File: src/rtl/change_payout_ctrl_if.sv
// Payout request and coin-ejector handshake bundle for change_payout_ctrl.
interface change_payout_ctrl_if #(
  parameter int AMT_W = 6
);
  logic             pay_req;
  logic [AMT_W-1:0] pay_amt;
  logic             eject_ack;
  logic             eject_req;
  logic [1:0]       eject_sel;
  logic             busy;
  logic             done;
  logic             short;
  logic [AMT_W-1:0] remaining;

  // Requester / ejector side
  modport master (
    output pay_req, pay_amt, eject_ack,
    input  eject_req, eject_sel, busy, done, short, remaining
  );

  // Payout controller side
  modport slave (
    input  pay_req, pay_amt, eject_ack,
    output eject_req, eject_sel, busy, done, short, remaining
  );
endinterface

File: src/rtl/change_payout_ctrl.sv
// Greedy change payout sequencer for three coin tubes (5, 10, 20 units).
// One coin per four-phase handshake with the ejector; tracks tube stock,
// accepts refill pulses and reports any amount left unpaid.
module change_payout_ctrl #(
  parameter int CNT_W   = 4,
  parameter int AMT_W   = 6,
  parameter int INIT_5  = 10,
  parameter int INIT_10 = 10,
  parameter int INIT_20 = 10
) (
  input  logic             clk,
  input  logic             reset,
  change_payout_ctrl_if.slave bus,
  input  logic             refill_5,
  input  logic             refill_10,
  input  logic             refill_20,
  output logic [CNT_W-1:0] cnt_5,
  output logic [CNT_W-1:0] cnt_10,
  output logic [CNT_W-1:0] cnt_20
);

  typedef enum logic [2:0] {
    IDLE    = 3'd0,
    SELECT  = 3'd1,
    EJECT   = 3'd2,
    RELEASE = 3'd3,
    DONE    = 3'd4
  } state_t;

  localparam logic [1:0] SEL_NONE = 2'b00;
  localparam logic [1:0] SEL_5    = 2'b01;
  localparam logic [1:0] SEL_10   = 2'b10;
  localparam logic [1:0] SEL_20   = 2'b11;

  localparam logic [CNT_W-1:0] CNT_ZERO = {CNT_W{1'b0}};
  localparam logic [CNT_W-1:0] CNT_MAX  = {CNT_W{1'b1}};

  // Value in units of the coin encoded by sel.
  function automatic logic [AMT_W-1:0] coin_value(input logic [1:0] sel);
    logic [AMT_W-1:0] v;
    case (sel)
      SEL_5:   v = AMT_W'(5);
      SEL_10:  v = AMT_W'(10);
      SEL_20:  v = AMT_W'(20);
      default: v = AMT_W'(0);
    endcase
    return v;
  endfunction

  // Tube stock update: refill saturates, refill plus eject cancel out.
  function automatic logic [CNT_W-1:0] next_count(
    input logic [CNT_W-1:0] cnt,
    input logic             inc,
    input logic             dec
  );
    logic [CNT_W-1:0] n;
    if (inc && dec) begin
      n = cnt;
    end else if (inc) begin
      n = (cnt == CNT_MAX) ? CNT_MAX : cnt + CNT_W'(1);
    end else if (dec) begin
      n = (cnt == CNT_ZERO) ? CNT_ZERO : cnt - CNT_W'(1);
    end else begin
      n = cnt;
    end
    return n;
  endfunction

  state_t           state_r, state_nxt;
  logic [1:0]       sel_r, sel_nxt;
  logic [AMT_W-1:0] rem_r;
  logic             short_r, short_nxt;
  logic             load_s, take_s;
  logic             eject_req_r, busy_r, done_r;
  logic [1:0]       eject_sel_r;
  logic [CNT_W-1:0] cnt_5_r, cnt_10_r, cnt_20_r;

  // Next-state, coin choice and datapath strobes for the payout FSM.
  always_comb begin
    state_nxt = state_r;
    sel_nxt   = sel_r;
    short_nxt = short_r;
    load_s    = 1'b0;
    take_s    = 1'b0;
    case (state_r)
      IDLE: begin
        if (bus.pay_req) begin
          load_s    = 1'b1;
          short_nxt = 1'b0;
          state_nxt = SELECT;
        end else begin
          state_nxt = IDLE;
        end
      end
      SELECT: begin
        if (rem_r >= AMT_W'(20) && cnt_20_r != CNT_ZERO) begin
          sel_nxt   = SEL_20;
          state_nxt = EJECT;
        end else if (rem_r >= AMT_W'(10) && cnt_10_r != CNT_ZERO) begin
          sel_nxt   = SEL_10;
          state_nxt = EJECT;
        end else if (rem_r >= AMT_W'(5) && cnt_5_r != CNT_ZERO) begin
          sel_nxt   = SEL_5;
          state_nxt = EJECT;
        end else if (rem_r == AMT_W'(0)) begin
          short_nxt = 1'b0;
          state_nxt = DONE;
        end else begin
          short_nxt = 1'b1;
          state_nxt = DONE;
        end
      end
      EJECT: begin
        if (bus.eject_ack) begin
          take_s    = 1'b1;
          state_nxt = RELEASE;
        end else begin
          state_nxt = EJECT;
        end
      end
      RELEASE: begin
        if (!bus.eject_ack) begin
          state_nxt = SELECT;
        end else begin
          state_nxt = RELEASE;
        end
      end
      DONE: begin
        state_nxt = IDLE;
      end
      default: begin
        state_nxt = IDLE;
      end
    endcase
  end

  // FSM state, chosen coin, remaining amount and short flag.
  always_ff @(posedge clk or posedge reset) begin
    if (reset) begin
      state_r <= IDLE;
      sel_r   <= SEL_NONE;
      rem_r   <= AMT_W'(0);
      short_r <= 1'b0;
    end else begin
      state_r <= state_nxt;
      sel_r   <= sel_nxt;
      short_r <= short_nxt;
      if (load_s) begin
        rem_r <= bus.pay_amt;
      end else if (take_s) begin
        rem_r <= rem_r - coin_value(sel_r);
      end else begin
        rem_r <= rem_r;
      end
    end
  end

  // Registered outputs derived from the upcoming state, so eject_req has no path from eject_ack.
  always_ff @(posedge clk or posedge reset) begin
    if (reset) begin
      eject_req_r <= 1'b0;
      eject_sel_r <= SEL_NONE;
      busy_r      <= 1'b0;
      done_r      <= 1'b0;
    end else begin
      eject_req_r <= (state_nxt == EJECT);
      eject_sel_r <= (state_nxt == EJECT) ? sel_nxt : SEL_NONE;
      busy_r      <= (state_nxt != IDLE);
      done_r      <= (state_nxt == DONE);
    end
  end

  // Tube stock counters: refills in any state, one decrement per acknowledged coin.
  always_ff @(posedge clk or posedge reset) begin
    if (reset) begin
      cnt_5_r  <= CNT_W'(INIT_5);
      cnt_10_r <= CNT_W'(INIT_10);
      cnt_20_r <= CNT_W'(INIT_20);
    end else begin
      cnt_5_r  <= next_count(cnt_5_r,  refill_5,  take_s && sel_r == SEL_5);
      cnt_10_r <= next_count(cnt_10_r, refill_10, take_s && sel_r == SEL_10);
      cnt_20_r <= next_count(cnt_20_r, refill_20, take_s && sel_r == SEL_20);
    end
  end

  assign bus.eject_req = eject_req_r;
  assign bus.eject_sel = eject_sel_r;
  assign bus.busy      = busy_r;
  assign bus.done      = done_r;
  assign bus.short     = short_r;
  assign bus.remaining = rem_r;
  assign cnt_5         = cnt_5_r;
  assign cnt_10        = cnt_10_r;
  assign cnt_20        = cnt_20_r;

endmodule

File: src/flat_wrapper.sv
// flat-port wrapper written by rule: the top's interface ports become plain ports
module change_payout_ctrl_flat 
#(
  parameter int CNT_W   = 4,
  parameter int AMT_W   = 6,
  parameter int INIT_5  = 10,
  parameter int INIT_10 = 10,
  parameter int INIT_20 = 10
)
  (clk, reset, refill_5, refill_10, refill_20, cnt_5, cnt_10, cnt_20, bus_pay_req, bus_pay_amt, bus_eject_ack, bus_eject_req, bus_eject_sel, bus_busy, bus_done, bus_short, bus_remaining);
  change_payout_ctrl_if #(.AMT_W(AMT_W)) bus_i ();
  input  logic clk;
  input  logic reset;
  input  logic refill_5;
  input  logic refill_10;
  input  logic refill_20;
  output logic [CNT_W-1:0] cnt_5;
  output logic [CNT_W-1:0] cnt_10;
  output logic [CNT_W-1:0] cnt_20;
  input wire logic [$bits(bus_i.pay_req)-1:0] bus_pay_req;
  input wire logic [$bits(bus_i.pay_amt)-1:0] bus_pay_amt;
  input wire logic [$bits(bus_i.eject_ack)-1:0] bus_eject_ack;
  output wire logic [$bits(bus_i.eject_req)-1:0] bus_eject_req;
  output wire logic [$bits(bus_i.eject_sel)-1:0] bus_eject_sel;
  output wire logic [$bits(bus_i.busy)-1:0] bus_busy;
  output wire logic [$bits(bus_i.done)-1:0] bus_done;
  output wire logic [$bits(bus_i.short)-1:0] bus_short;
  output wire logic [$bits(bus_i.remaining)-1:0] bus_remaining;
  assign bus_i.pay_req = bus_pay_req;
  assign bus_i.pay_amt = bus_pay_amt;
  assign bus_i.eject_ack = bus_eject_ack;
  assign bus_eject_req = bus_i.eject_req;
  assign bus_eject_sel = bus_i.eject_sel;
  assign bus_busy = bus_i.busy;
  assign bus_done = bus_i.done;
  assign bus_short = bus_i.short;
  assign bus_remaining = bus_i.remaining;
  change_payout_ctrl #(.CNT_W(CNT_W), .AMT_W(AMT_W), .INIT_5(INIT_5), .INIT_10(INIT_10), .INIT_20(INIT_20)) u_core (.clk(clk), .reset(reset), .bus(bus_i), .refill_5(refill_5), .refill_10(refill_10), .refill_20(refill_20), .cnt_5(cnt_5), .cnt_10(cnt_10), .cnt_20(cnt_20));
endmodule
File: config.mk
export PLATFORM = sky130hd
export DESIGN_NAME = change_payout_ctrl_flat
export DESIGN_NICKNAME = d
export VERILOG_FILES = /design/src/rtl/change_payout_ctrl_if.sv /design/src/rtl/change_payout_ctrl.sv /design/src/flat_wrapper.sv
export SDC_FILE = /design/constraint.sdc
export NUM_CORES = 1
export LEC_CHECK = 0
export ABC_AREA = 1
export CORE_AREA = 2 2 88 48
export DETAILED_ROUTE_END_ITERATION = 10
export DIE_AREA = 0 0 90 50
export GPL_TIMING_DRIVEN = 1
export PLACE_DENSITY = 0.84
export SETUP_SLACK_MARGIN = 0.1
export SLEW_MARGIN = 30
export SYNTH_ARGS = -nofsm -noshare
export SYNTH_HDL_FRONTEND = slang
export SYNTH_SLANG_ARGS = --single-unit
File: constraint.sdc
create_clock -name clk -period 3.3 [get_ports clk]
set_input_delay 0.66 -clock clk [delete_from_list [all_inputs] [get_ports clk]]
set_output_delay 0.66 -clock clk [all_outputs]
set_load 0.01 [all_outputs]
==> results.txt, run 1 <==
----------------------------------------------------
[Run status]
  Run status ... complete, no violations

[Detailed routing]
  DRC violations left ... 0
  Routed wire length per instance ... 13.1 um
  Antenna-violating nets left ... 0
  Detail-routed via count per cell ... 5.26
  Total wire length ... 5100 um
  Routed vias ... 2,050
  1st-iter DRT viols ... 195
  First-pass iteration count of the detailed router ... 4

[Clocking]
  Maximum buffer depth of the clock tree ... 2
  Total clock buffers created by CTS ... 5
  Setup bufs post-CTS ... 0
  CTS clock-pin slew for the worst setup and hold paths ... 0.06 ns
  Root buffer cell ... clkbuf_8
  Resized Gates After CTS ... 0
  Clk_lat worst skew ... 0.29 ns
  H-tree level count ... 2
  Number of sinks handled by clock tree synthesis ... 29
  Clock tree from TritonCTS ... yes
  Cts-stage hold buffer count ... 0

[Synth]
  Fraction of registers with async set or reset after synthesis ... 100%
  Most used DFF post-synth ... dfrtp_1
  Most frequent cell after synthesis ... nand2_1
  Summed instance area of the synthesized netlist ... 0.00205 sq mm
  Synth cell types ... 26
  Number of register bits inferred by synthesis ... 29
  Mean area per synthesized cell ... 6.97 sq um
  Seq/Total Area, Yosys ... 35.8%
  Top cells by area, synth ... dfrtp_1, nand2_1, inv_1
  Yosys warning count ... 0
  Synth cell count leaders ... nand2_1, inv_1, o21ai_0
  Number of cells produced by synthesis ... 294
  Number of flops mapped to enable cells by yosys ... 0
  Total nets after synthesis ... 320
  Area share of the leading cell type in the synthesized netlist ... 28.1%
  Synth area leader ... dfrtp_1

[Cells and area]
  Ant diodes ... 0
  Final Cell Area ... 0.00257 sq mm
  Area Growth Syn to Fin ... 25.4%
  Final-stage net count ... 361
  Layout cell share with drive strength beyond 1 ... 6.25%

[Setup path]
  Start-to-end type of the worst setup path ... flip-flop to output pin
  Kind of start point of the critical path ... flip-flop
  Worst setup path startpoint ... u_core.cnt_5[3]
  Launch point of the worst reg-to-reg path ... u_core.sel_r[0]
  Endpoint kind of the worst setup timing path ... output pin
  Destination of the worst register-to-register timing path ... u_core.bus.remaining[1]
  CP max stage delay ... 0.60 ns
  Worst reg-to-reg setup slack ... 1.31 ns
  Critical path fanouts, max ... 8
  Cell Chain, Critical Path ... clkdlybuf4s50_1
  Critical path data arrival time ... 1.45 ns
  Category of cells accounting for the largest share of critical-path delay ... flip-flops
  Total buffers and inverters traversed by the critical path ... 1
  Required time of the critical path ... 2.64 ns
  Length in cells of the worst reg-to-reg path ... 7
  Slowest stage cell on the critical path ... dfstp_2

[STA]
  Unrepaired setup endpoints after global routing ... no
  Sum Neg Setup Slack ... 0 ns
  Final critical-path required period ... 2.11 ns
  Max-slew violation total from the final report ... 0
  Final count of negative-setup-slack endpoints ... 0
  Final worst setup slack ... 1.19 ns
  Actual slew at the worst max-slew pin ... 0.483 ns
  Rel. slew slack ... 67.7%
  Worst-case clock skew ... 0.00705 ns
  Timing-limited maximum frequency ... 475 MHz
  Final period util ... 63.8%
  Count of endpoints failing hold in the final timing report ... 0

[Global route]
  Via count of the first global-routing pass ... 1,807
  Maximum number of pins on one net before global-route repair ... 30
  Global Route Usage Sum ... 24.3%
  Total congestion overflow ... 0
  Initial antenna violation count ... 0
  First-pass GRT wire length ... 8570 um

[Power and ir drop]
  Maximum ir drop on the vdd rail ... 0.000522 V
  P per Cell Area ... 1080 mW/mm^2
  Pleak ... 1.32 nW
  Total power of the final layout ... 2.77 mW

[Placed design]
  Half-perimeter wire length after placement ... 3870 um
  Number of buffers inserted by port buffering ... 36
  Placer's final routability congestion estimate ... 0.909
  Placed Instance Area ... 0.00247 sq mm
  Post-Place Worst Slack ... 1.13 ns

[Floorplanning]
  Core area ... 0.00372 sq mm
  Top Ports ... 37
  Overall die area ... 0.00450 sq mm
  Die extent in x ... 90 um
  Overall die height ... 50 um
  Cell Rows ... 16
  Initial Utilization ... 55.0%

[Flow run]
  Max cap viols ... 0

[Hold path]
  Hold path startpoint ... u_core.cnt_20[1]
  End point of the most critical hold path ... u_core.cnt_20[1]
  Cells on Worst Hold Path ... 2
  Path category of the worst min-delay check ... flip-flop to flip-flop

----------------------------------------------------
==> per-stage QoR <==
stage               utilization (%)  hold slack, ns  cells
global route                   69.0           0.528    390
floorplan                         -           0.476    294
global placement               66.2           0.494    382
CTS                            69.0           0.511    390
finish                         69.0           0.506    390
detailed placement             66.2           0.500    382
==> placed cells by master, fill, tap and decap left out, drive strengths merged <==
master,instances
xor2,4
a21o,1
clkinv,1
dfstp,6
nor2,22
o31ai,1
nor3,6
ha,12
a21oi,13
fa,1
clkbuf,7
dfrtp,23
nand4,3
nand3,33
a31oi,1
nand2,73
o21ai,36
buf,1
a22o,1
o211ai,1
nand3b,2
clkdlybuf4s50,36
inv,52
==> power by group <==
group          internal (mW)  total (mW)  switching (mW)  leakage (nW)
Combinational          0.703        1.67           0.963         0.922
Sequential             0.547       0.774           0.226         0.344
Clock                  0.188       0.329           0.141        0.0542
Total                   1.44        2.77            1.33          1.32
==> per-layer routing <==
metal | GRT usage [%] | routed length [um] | vias to the layer above
li1 | - | - | 1030
met1 | 38.0 | 2560 | 940
met2 | 33.6 | 2080 | 75
met3 | 5.50 | 421 | 5
met4 | 5.90 | 38 | 0
met5 | 0 | 0 | -
==> flip-flops by register name, summed over array words and instances, names as in the netlist <==
| register | cells |
|---|---|
| u_core.bus.remaining | 6 |
| u_core.cnt_10 | 4 |
| u_core.cnt_20 | 4 |
| u_core.cnt_5 | 4 |
| u_core.state_r | 3 |
| u_core.bus.eject_sel | 2 |
| u_core.sel_r | 2 |
| u_core.bus.busy | 1 |
| u_core.bus.done | 1 |
| u_core.bus.eject_req | 1 |
| u_core.bus.short | 1 |
==> worst max-delay path by stage <==
stage                     cells after the start                      end  slack [ns]
final                                         1                 cnt_5[3]        1.19
after global routing                         13  u_core.bus.remaining[4]        1.10
after floorplan                              12  u_core.bus.remaining[4]        1.62
after detailed placement                      6  u_core.bus.eject_sel[1]        1.13
after CTS                                     1                 cnt_5[3]        1.20
after global placement                        8         u_core.cnt_20[2]        1.19
==> cell families (layout without fill, tap and decap cells) <==
kind of cell | after synthesis | after routing | synth area share (%)
buf+inv | 55 | 97 | 10.4
simple gates | 139 | 139 | 30.0
xor+xnor | 4 | 4 | 1.71
fa+ha+maj | 13 | 13 | 8.31
compound gates | 54 | 54 | 13.8
flops | 29 | 29 | 35.8
==> layout make-up <==
class	count	area, sq um
sequential	29	733
inverter	52	195
clock inverter	1	5.00
timing repair buffer	37	368
tap	54	67.6
clock buffer	7	96.3
fill	309	1160
multi-input combinational	210	1100
Note: power is estimated with default switching activity, not from simulation.
==> run 2, diff against run 1 <==
- CORE_AREA: 2 2 88 48 -> 2 2 91 49
- DIE_AREA: 0 0 90 50 -> 0 0 93 51
- PLACE_DENSITY: 0.84 -> 0.8
- clock period: 3.3 -> 2.2 ns (I/O delays scaled with it)
==> run 2 against run 1 <==
  * Non-clock buffer count increased by 1
  * Highest routed layer unchanged
  * Largest cell class unchanged
  * Critical endpoint unchanged
  * Clock skew increased by 0.0040 ns
  * Clock power increased by 30%
==> results.txt, run 2 (synthesized netlist as in run 1, its figures left out) <==
----------------------------------------------------
[Run status]
  Run status ... complete, no violations

[Global route]
  First-pass GRT wire length ... 8150 um (-4.9%)
  Total congestion overflow ... 0 (unchanged)
  Global Route Usage Sum ... 22.4% (-1.9 points)
  Met2 demand-to-capacity share in global routing ... 30.7% (-2.9 points)
  Met1 layer usage reported by global route ... 34.3% (-3.7 points)
  Maximum number of pins on one net before global-route repair ... 30 (unchanged)
  Via count of the first global-routing pass ... 1,736 (-3.9%)
  Initial antenna violation count ... 0 (unchanged)
  Met3 Use GR ... 6.34% (+0.84 points)
  Layer with the highest usage ... met1

[Power and ir drop]
  Sw frac ... 48.1% (about the same)
  Design internal power ... 2.10 mW (+46%)
  P per Cell Area ... 1580 mW/mm^2 (+46%)
  Clock network fraction of design power ... 10.6% (-1.3 points)
  Net Switching ... 1.94 mW (+46%)
  Maximum ir drop on the vdd rail ... 0.000910 V (+74%)
  Logic pwr share ... 60.7% (+0.5 points)
  Pleak ... 1.31 nW (-0.38%)
  Total power of the final layout ... 4.03 mW (+46%)
  Sequential cell fraction of total power ... 28.6% (+0.7 points)

[STA]
  Final period util ... 85.4%
  Actual slew at the worst max-slew pin ... 0.412 ns (-0.0712 ns)
  Unrepaired setup endpoints after global routing ... no
  Count of endpoints failing hold in the final timing report ... 0 (unchanged)
  Max-slew violation total from the final report ... 0 (unchanged)
  Timing-limited maximum frequency ... 532 MHz
  Worst-case clock skew ... 0.0110 ns (+0.00396 ns)
  Final count of negative-setup-slack endpoints ... 0 (unchanged)
  Sum Neg Setup Slack ... 0 ns (unchanged)
  Final critical-path required period ... 1.88 ns
  Rel. slew slack ... 72.4% (+4.7 points)

[Cells and area]
  Ant diodes ... 0 (unchanged)
  Layout cell share with drive strength beyond 1 ... 6.23% (-0.019 points)
  Final standard cell count with taps included and fillers excluded ... 394 (+1.0%)
  Leading cell types in the layout, fill and taps excluded ... nand2_1, inv_1, clkdlybuf4s50_1
  Final-stage net count ... 362 (+0.28%)
  Max reg flops ... 6 (unchanged)
  Area Growth Syn to Fin ... 25.0%
  Most frequent standard cell in the layout excluding fill and tap cells ... nand2_1

[Setup path]
  Critical path data arrival time ... 1.44 ns (about the same)
  Cell Chain, Critical Path ... clkdlybuf4s50_1
  Slowest stage cell on the critical path ... dfstp_2
  Endpoint kind of the worst setup timing path ... output pin
  CP max stage delay ... 0.60 ns (about the same)
  Kind of start point of the critical path ... flip-flop
  Critical path fanouts, max ... 8 (unchanged)
  Start-to-end type of the worst setup path ... flip-flop to output pin
  Total buffers and inverters traversed by the critical path ... 1 (unchanged)
  Required time of the critical path ... 1.76 ns (-0.88 ns)
  Category of cells accounting for the largest share of critical-path delay ... flip-flops

[Detailed routing]
  Detail-routed via count per cell ... 5.14 (-2.1%)
  Total wire length ... 4820 um (-5.5%)
  First-pass iteration count of the detailed router ... 5 (+1)
  1st-iter DRT viols ... 95 (-51%)
  Antenna-violating nets left ... 0 (unchanged)
  DRC violations left ... 0 (unchanged)
  Routed vias ... 2,027 (-1.1%)
  Routed wire length per instance ... 12.2 um (-6.5%)

[Floorplanning]
  Top Ports ... 37 (unchanged)
  Overall die area ... 0.00474 sq mm (+5.4%)
  Cell Rows ... 17 (+1)
  Die extent in x ... 93 um (+3.3%)
  Core area ... 0.00408 sq mm (+9.7%)
  Initial Utilization ... 50.2% (-4.9 points)
  Overall die height ... 51 um (+2.0%)

[Clocking]
  Root buffer cell ... clkbuf_8
  H-tree level count ... 2 (unchanged)
  Clk_lat worst skew ... 0.29 ns (about the same)
  Clock tree from TritonCTS ... yes
  Maximum buffer depth of the clock tree ... 2 (unchanged)
  CTS clock-pin slew for the worst setup and hold paths ... 0.07 ns (about the same)
  Resized Gates After CTS ... 0 (unchanged)
  Total clock buffers created by CTS ... 5 (unchanged)
  Setup bufs post-CTS ... 0 (unchanged)
  Cts-stage hold buffer count ... 0 (unchanged)
  Number of sinks handled by clock tree synthesis ... 29 (unchanged)

[Placed design]
  Placed insts ... 386 (+1.0%)
  Placer's final routability congestion estimate ... 0.901 (-0.90%)
  Half-perimeter wire length after placement ... 3740 um (-3.4%)
  Number of buffers inserted by port buffering ... 36 (unchanged)

[Flow run]
  Max cap viols ... 0 (unchanged)

[Hold path]
  Path category of the worst min-delay check ... flip-flop to flip-flop

----------------------------------------------------
==> run 2: changes by cell type in the layout (fill, tap and decap cells not counted), sizes merged <==
cell | before | now
buf | 1 | 2
clkbuf | 7 | 6
clkinv | 1 | 2
==> run 2: area by class of cell <==
| class | count | area [sq um] |
|---|---|---|
| inverters | 52 | 195 |
| well taps | 57 | 71.3 |
| fillers | 392 | 1520 |
| multi-input cells | 210 | 1100 |
| clock inverters | 2 | 10.0 |
| clock buffers | 6 | 72.6 |
| repair buffers | 38 | 375 |
| flip-flops and latches | 29 | 733 |
==> run 2: power groups by stage <==
stage	clock network [mW]	registers, mW	logic, mW
2_1_floorplan	0	1.15	1.61
3_3_place_gp	0	1.15	2.38
3_5_place_dp	0	1.16	2.42
4_1_cts	0.440	1.15	2.44
5_1_grt	0.467	1.20	2.82
6_report	0.429	1.16	2.45
==> run 2: layer usage <==
metal | routed length [um] | part of all wire [%] | vias to the layer above
met5 | 0 | 0 | -
met4 | 47 | 0.98 | 0
met3 | 418 | 8.7 | 5
met2 | 1850 | 38 | 74
met1 | 2500 | 52 | 913
li1 | - | - | 1035
==> run 2: path summary, 6_finish.rpt <==
kind                                        from                      end  slack, ns  cells after the start
worst max-delay path             u_core.cnt_5[3]                 cnt_5[3]       0.32                      1
worst min-delay path            u_core.cnt_20[1]         u_core.cnt_20[1]       0.51                      2
worst max register to register   u_core.sel_r[0]  u_core.bus.remaining[4]       0.33                     12
worst min register to register  u_core.cnt_20[1]         u_core.cnt_20[1]       0.51                      2
max in group asynchronous                  reset         u_core.cnt_10[3]       1.33                      3
min in group asynchronous                  reset         u_core.cnt_10[2]       0.55                      3
==> run 2: stage by stage <==
step / worst slack (ns) / util (%) / hold WS (ns) / cell area, sq um
floorplan: 0.515 / - / 0.476 / 2050
global placement: 0.283 / 60.7 / 0.496 / 2480
detailed placement: 0.229 / 60.7 / 0.502 / 2480
CTS: 0.312 / 62.7 / 0.512 / 2560
global route: 0.117 / 62.7 / 0.567 / 2560
finish: 0.321 / 62.7 / 0.515 / 2560
==> run 3, diff against run 2 <==
- CORE_AREA: 2 2 91 49 -> 3 3 92 50
- DIE_AREA: 0 0 93 51 -> 0 0 95 53
==> run 3 against run 2 <==
  * Die area is 6.2% higher
  * Flip-flop and latch count stayed put
  * Clock power is 16% higher
  * Register-to-register slack worse by 0.04 ns
  * Power is 1.3% higher
  * Core utilization is 3.8 points higher
  * Clock-buffer cell count is 1 higher
  * Via count is 1.2% higher
  * Combinational power hardly changed
  * First-iteration DRC count is 40% higher
  * Sequential power hardly changed
  * Largest power group unchanged
  * Highest routed layer unchanged
==> results.txt, run 3 (synthesized netlist as in run 1, its figures left out) <==
----------------------------------------------------
[Global route]
  Initial antenna violation count ... 0 (unchanged)
  Global Route Usage Sum ... 21.2% (-1.3 points)
  Maximum number of pins on one net before global-route repair ... 30 (unchanged)
  Via count of the first global-routing pass ... 1,762 (+1.5%)
  Total congestion overflow ... 0 (unchanged)
  First-pass GRT wire length ... 8090 um (-0.76%)

[Setup path]
  Worst setup path startpoint ... u_core.sel_r[0]
  Kind of start point of the critical path ... flip-flop
  Start-to-end type of the worst setup path ... flip-flop to flip-flop
  Length in cells of the worst reg-to-reg path ... 12 (unchanged)
  Category of cells accounting for the largest share of critical-path delay ... adder cells
  Critical path data arrival time ... 2.09 ns (+0.65 ns)
  Worst reg-to-reg setup slack ... 0.29 ns (-0.04 ns)
  Crit path top cell by count ... nand2_1
  Destination of the worst register-to-register timing path ... u_core.bus.remaining[4]
  Slowest stage cell on the critical path ... dfrtp_1
  Launch point of the worst reg-to-reg path ... u_core.sel_r[0]
  Required time of the critical path ... 2.38 ns (+0.62 ns)
  Critical path fanouts, max ... 5 (-3)
  Total buffers and inverters traversed by the critical path ... 2 (+1)
  CP max stage delay ... 0.43 ns (-0.17 ns)
  Endpoint kind of the worst setup timing path ... flip-flop
  Cell Chain, Critical Path ... inv_1, nor2_1, ha_1, fa_1, inv_1, nand2_1, nand2_1, a21oi_1, nand2_1, nand3_1, nand2_1, nand2_1

[STA]
  Final worst setup slack ... 0.290 ns (-0.0305 ns)
  Sum Neg Setup Slack ... 0 ns (unchanged)
  Final critical-path required period ... 1.91 ns (+0.0305 ns)
  Timing-limited maximum frequency ... 524 MHz (-1.6%)
  Actual slew at the worst max-slew pin ... 0.507 ns (+0.0954 ns)
  Unrepaired setup endpoints after global routing ... no
  Worst Hold Margin ... 0.512 ns (-0.00240 ns)
  Max-slew violation total from the final report ... 0 (unchanged)
  Count of endpoints failing hold in the final timing report ... 0 (unchanged)
  Final period util ... 86.8% (+1.4 points)
  Final count of negative-setup-slack endpoints ... 0 (unchanged)
  Rel. slew slack ... 66.1% (-6.3 points)
  Worst-case clock skew ... 0.00510 ns (-0.00590 ns)

[Power and ir drop]
  Sequential cell fraction of total power ... 28.2% (-0.4 points)
  Pleak ... 1.32 nW (+0.38%)
  Logic pwr share ... 59.6% (-1.1 points)
  Design internal power ... 2.15 mW (+2.5%)
  Sw frac ... 47.4% (-0.64 points)
  Maximum ir drop on the vdd rail ... 0.000727 V (-20%)
  Net Switching ... 1.94 mW (about the same)
  Clock network fraction of design power ... 12.2% (+1.6 points)
  P per Cell Area ... 1590 mW/mm^2 (+1.0%)
  Total power of the final layout ... 4.09 mW (+1.3%)

[Clocking]
  Clock tree from TritonCTS ... yes
  Number of sinks handled by clock tree synthesis ... 29 (unchanged)
  Maximum buffer depth of the clock tree ... 2 (unchanged)
  CTS clock-pin slew for the worst setup and hold paths ... 0.06 ns (about the same)
  H-tree level count ... 2 (unchanged)
  Clk_lat worst skew ... 0.29 ns (about the same)
  Root buffer cell ... clkbuf_8
  Resized Gates After CTS ... 0 (unchanged)
  Cts-stage hold buffer count ... 0 (unchanged)
  Total clock buffers created by CTS ... 5 (unchanged)
  Setup bufs post-CTS ... 0 (unchanged)

[Floorplanning]
  Initial Utilization ... 53.0% (+2.9 points)
  Overall die area ... 0.00504 sq mm (+6.2%)
  Cell Rows ... 16 (-1)
  Overall die height ... 53 um (+3.9%)
  Top Ports ... 37 (unchanged)
  Core area ... 0.00386 sq mm (-5.4%)
  Die extent in x ... 95 um (+2.2%)

[Cells and area]
  Most frequent standard cell in the layout excluding fill and tap cells ... nand2_1
  Area Growth Syn to Fin ... 25.4%
  Layout cell share with drive strength beyond 1 ... 6.25% (+0.019 points)
  Ant diodes ... 0 (unchanged)
  Leading cell types in the layout, fill and taps excluded ... nand2_1, inv_1, clkdlybuf4s50_1
  Final Cell Area ... 0.00257 sq mm (+0.29%)
  # fillers ... 337 (-14%)
  Final-stage net count ... 361 (-0.28%)
  Max reg flops ... 6 (unchanged)

[Hold path]
  Hold path startpoint ... u_core.cnt_20[1]
  Path category of the worst min-delay check ... flip-flop to flip-flop
  Cells on Worst Hold Path ... 2 (unchanged)
  End point of the most critical hold path ... u_core.cnt_20[1]

[Detailed routing]
  DRC violations left ... 0 (unchanged)
  Routed wire length per instance ... 12.4 um (+1.5%)
  Detail-routed via count per cell ... 5.26 (+2.3%)
  Total wire length ... 4840 um (+0.52%)
  Routed vias ... 2,052 (+1.2%)
  First-pass iteration count of the detailed router ... 4 (-1)
  1st-iter DRT viols ... 133 (+40%)
  Antenna-violating nets left ... 0 (unchanged)

[Placed design]
  Number of buffers inserted by port buffering ... 36 (unchanged)
  Post-Place Worst Slack ... 0.215 ns (-0.0143 ns)
  Placed Instance Area ... 0.00247 sq mm (-0.45%)
  Placer's final routability congestion estimate ... 0.887 (-1.5%)
  Half-perimeter wire length after placement ... 3590 um (-3.9%)

[Flow run]
  Max cap viols ... 0 (unchanged)

[Run status]
  Run status ... complete, no violations

----------------------------------------------------
-- run 3: cell count changes in the layout (fill, tap and decap cells not counted) --
cell,delta
buf_4,-1
clkbuf_1,-1
clkbuf_8,+2
clkinv_2,-1
-- run 3: how the worst max path moves through the flow --
stage | endpoint | cells past startpoint | slack, ns
2_1_floorplan | u_core.bus.remaining[4] | 12 | 0.52
3_3_place_gp | u_core.cnt_20[2] | 8 | 0.29
5_1_grt | u_core.bus.remaining[4] | 13 | 0.11
6_report | u_core.bus.remaining[4] | 12 | 0.29
4_1_cts | cnt_5[3] | 1 | 0.30
3_5_place_dp | u_core.bus.remaining[3] | 9 | 0.22
-- run 3: routing by layer --
metal | global-route usage [%] | vias to the layer above | wire length, um
li1 | - | 1032 | -
met1 | 28.2 | 930 | 2270
met2 | 34.3 | 76 | 2210
met3 | 5.54 | 14 | 294
met4 | 5.74 | 0 | 73
met5 | 0 | - | 0
-- run 3: cell type report --
class,instances,area [sq um],area share (%)
Clock buffer,7,96.3,3.75
Clock inverter,1,5.00,0.195
Inverter,52,195,7.60
Multi-Input combinational cell,210,1100,42.9
Sequential cell,29,733,28.6
Tap cell,54,67.6,2.63
Timing Repair Buffer,37,368,14.3
-- run 3: per-stage QoR --
step,instances,utilization [%]
6_report,390,66.5
3_5_place_dp,382,63.8
3_3_place_gp,382,63.8
5_1_grt,390,66.5
4_1_cts,390,66.5
2_1_floorplan,294,-
-- run 3: power groups by stage --
stage,clock network [mW],registers (mW),logic [mW]
2_1_floorplan,0,1.15,1.61
3_3_place_gp,0,1.14,2.35
3_5_place_dp,0,1.15,2.41
4_1_cts,0.505,1.15,2.43
5_1_grt,0.530,1.19,2.79
6_report,0.498,1.15,2.44
-- run 3: tightest hold or removal path, stage by stage, from the launching register on --
cell and delay, ns:
dfstp_2 0.40, nand2_1 0.07, nand2_1 0.04
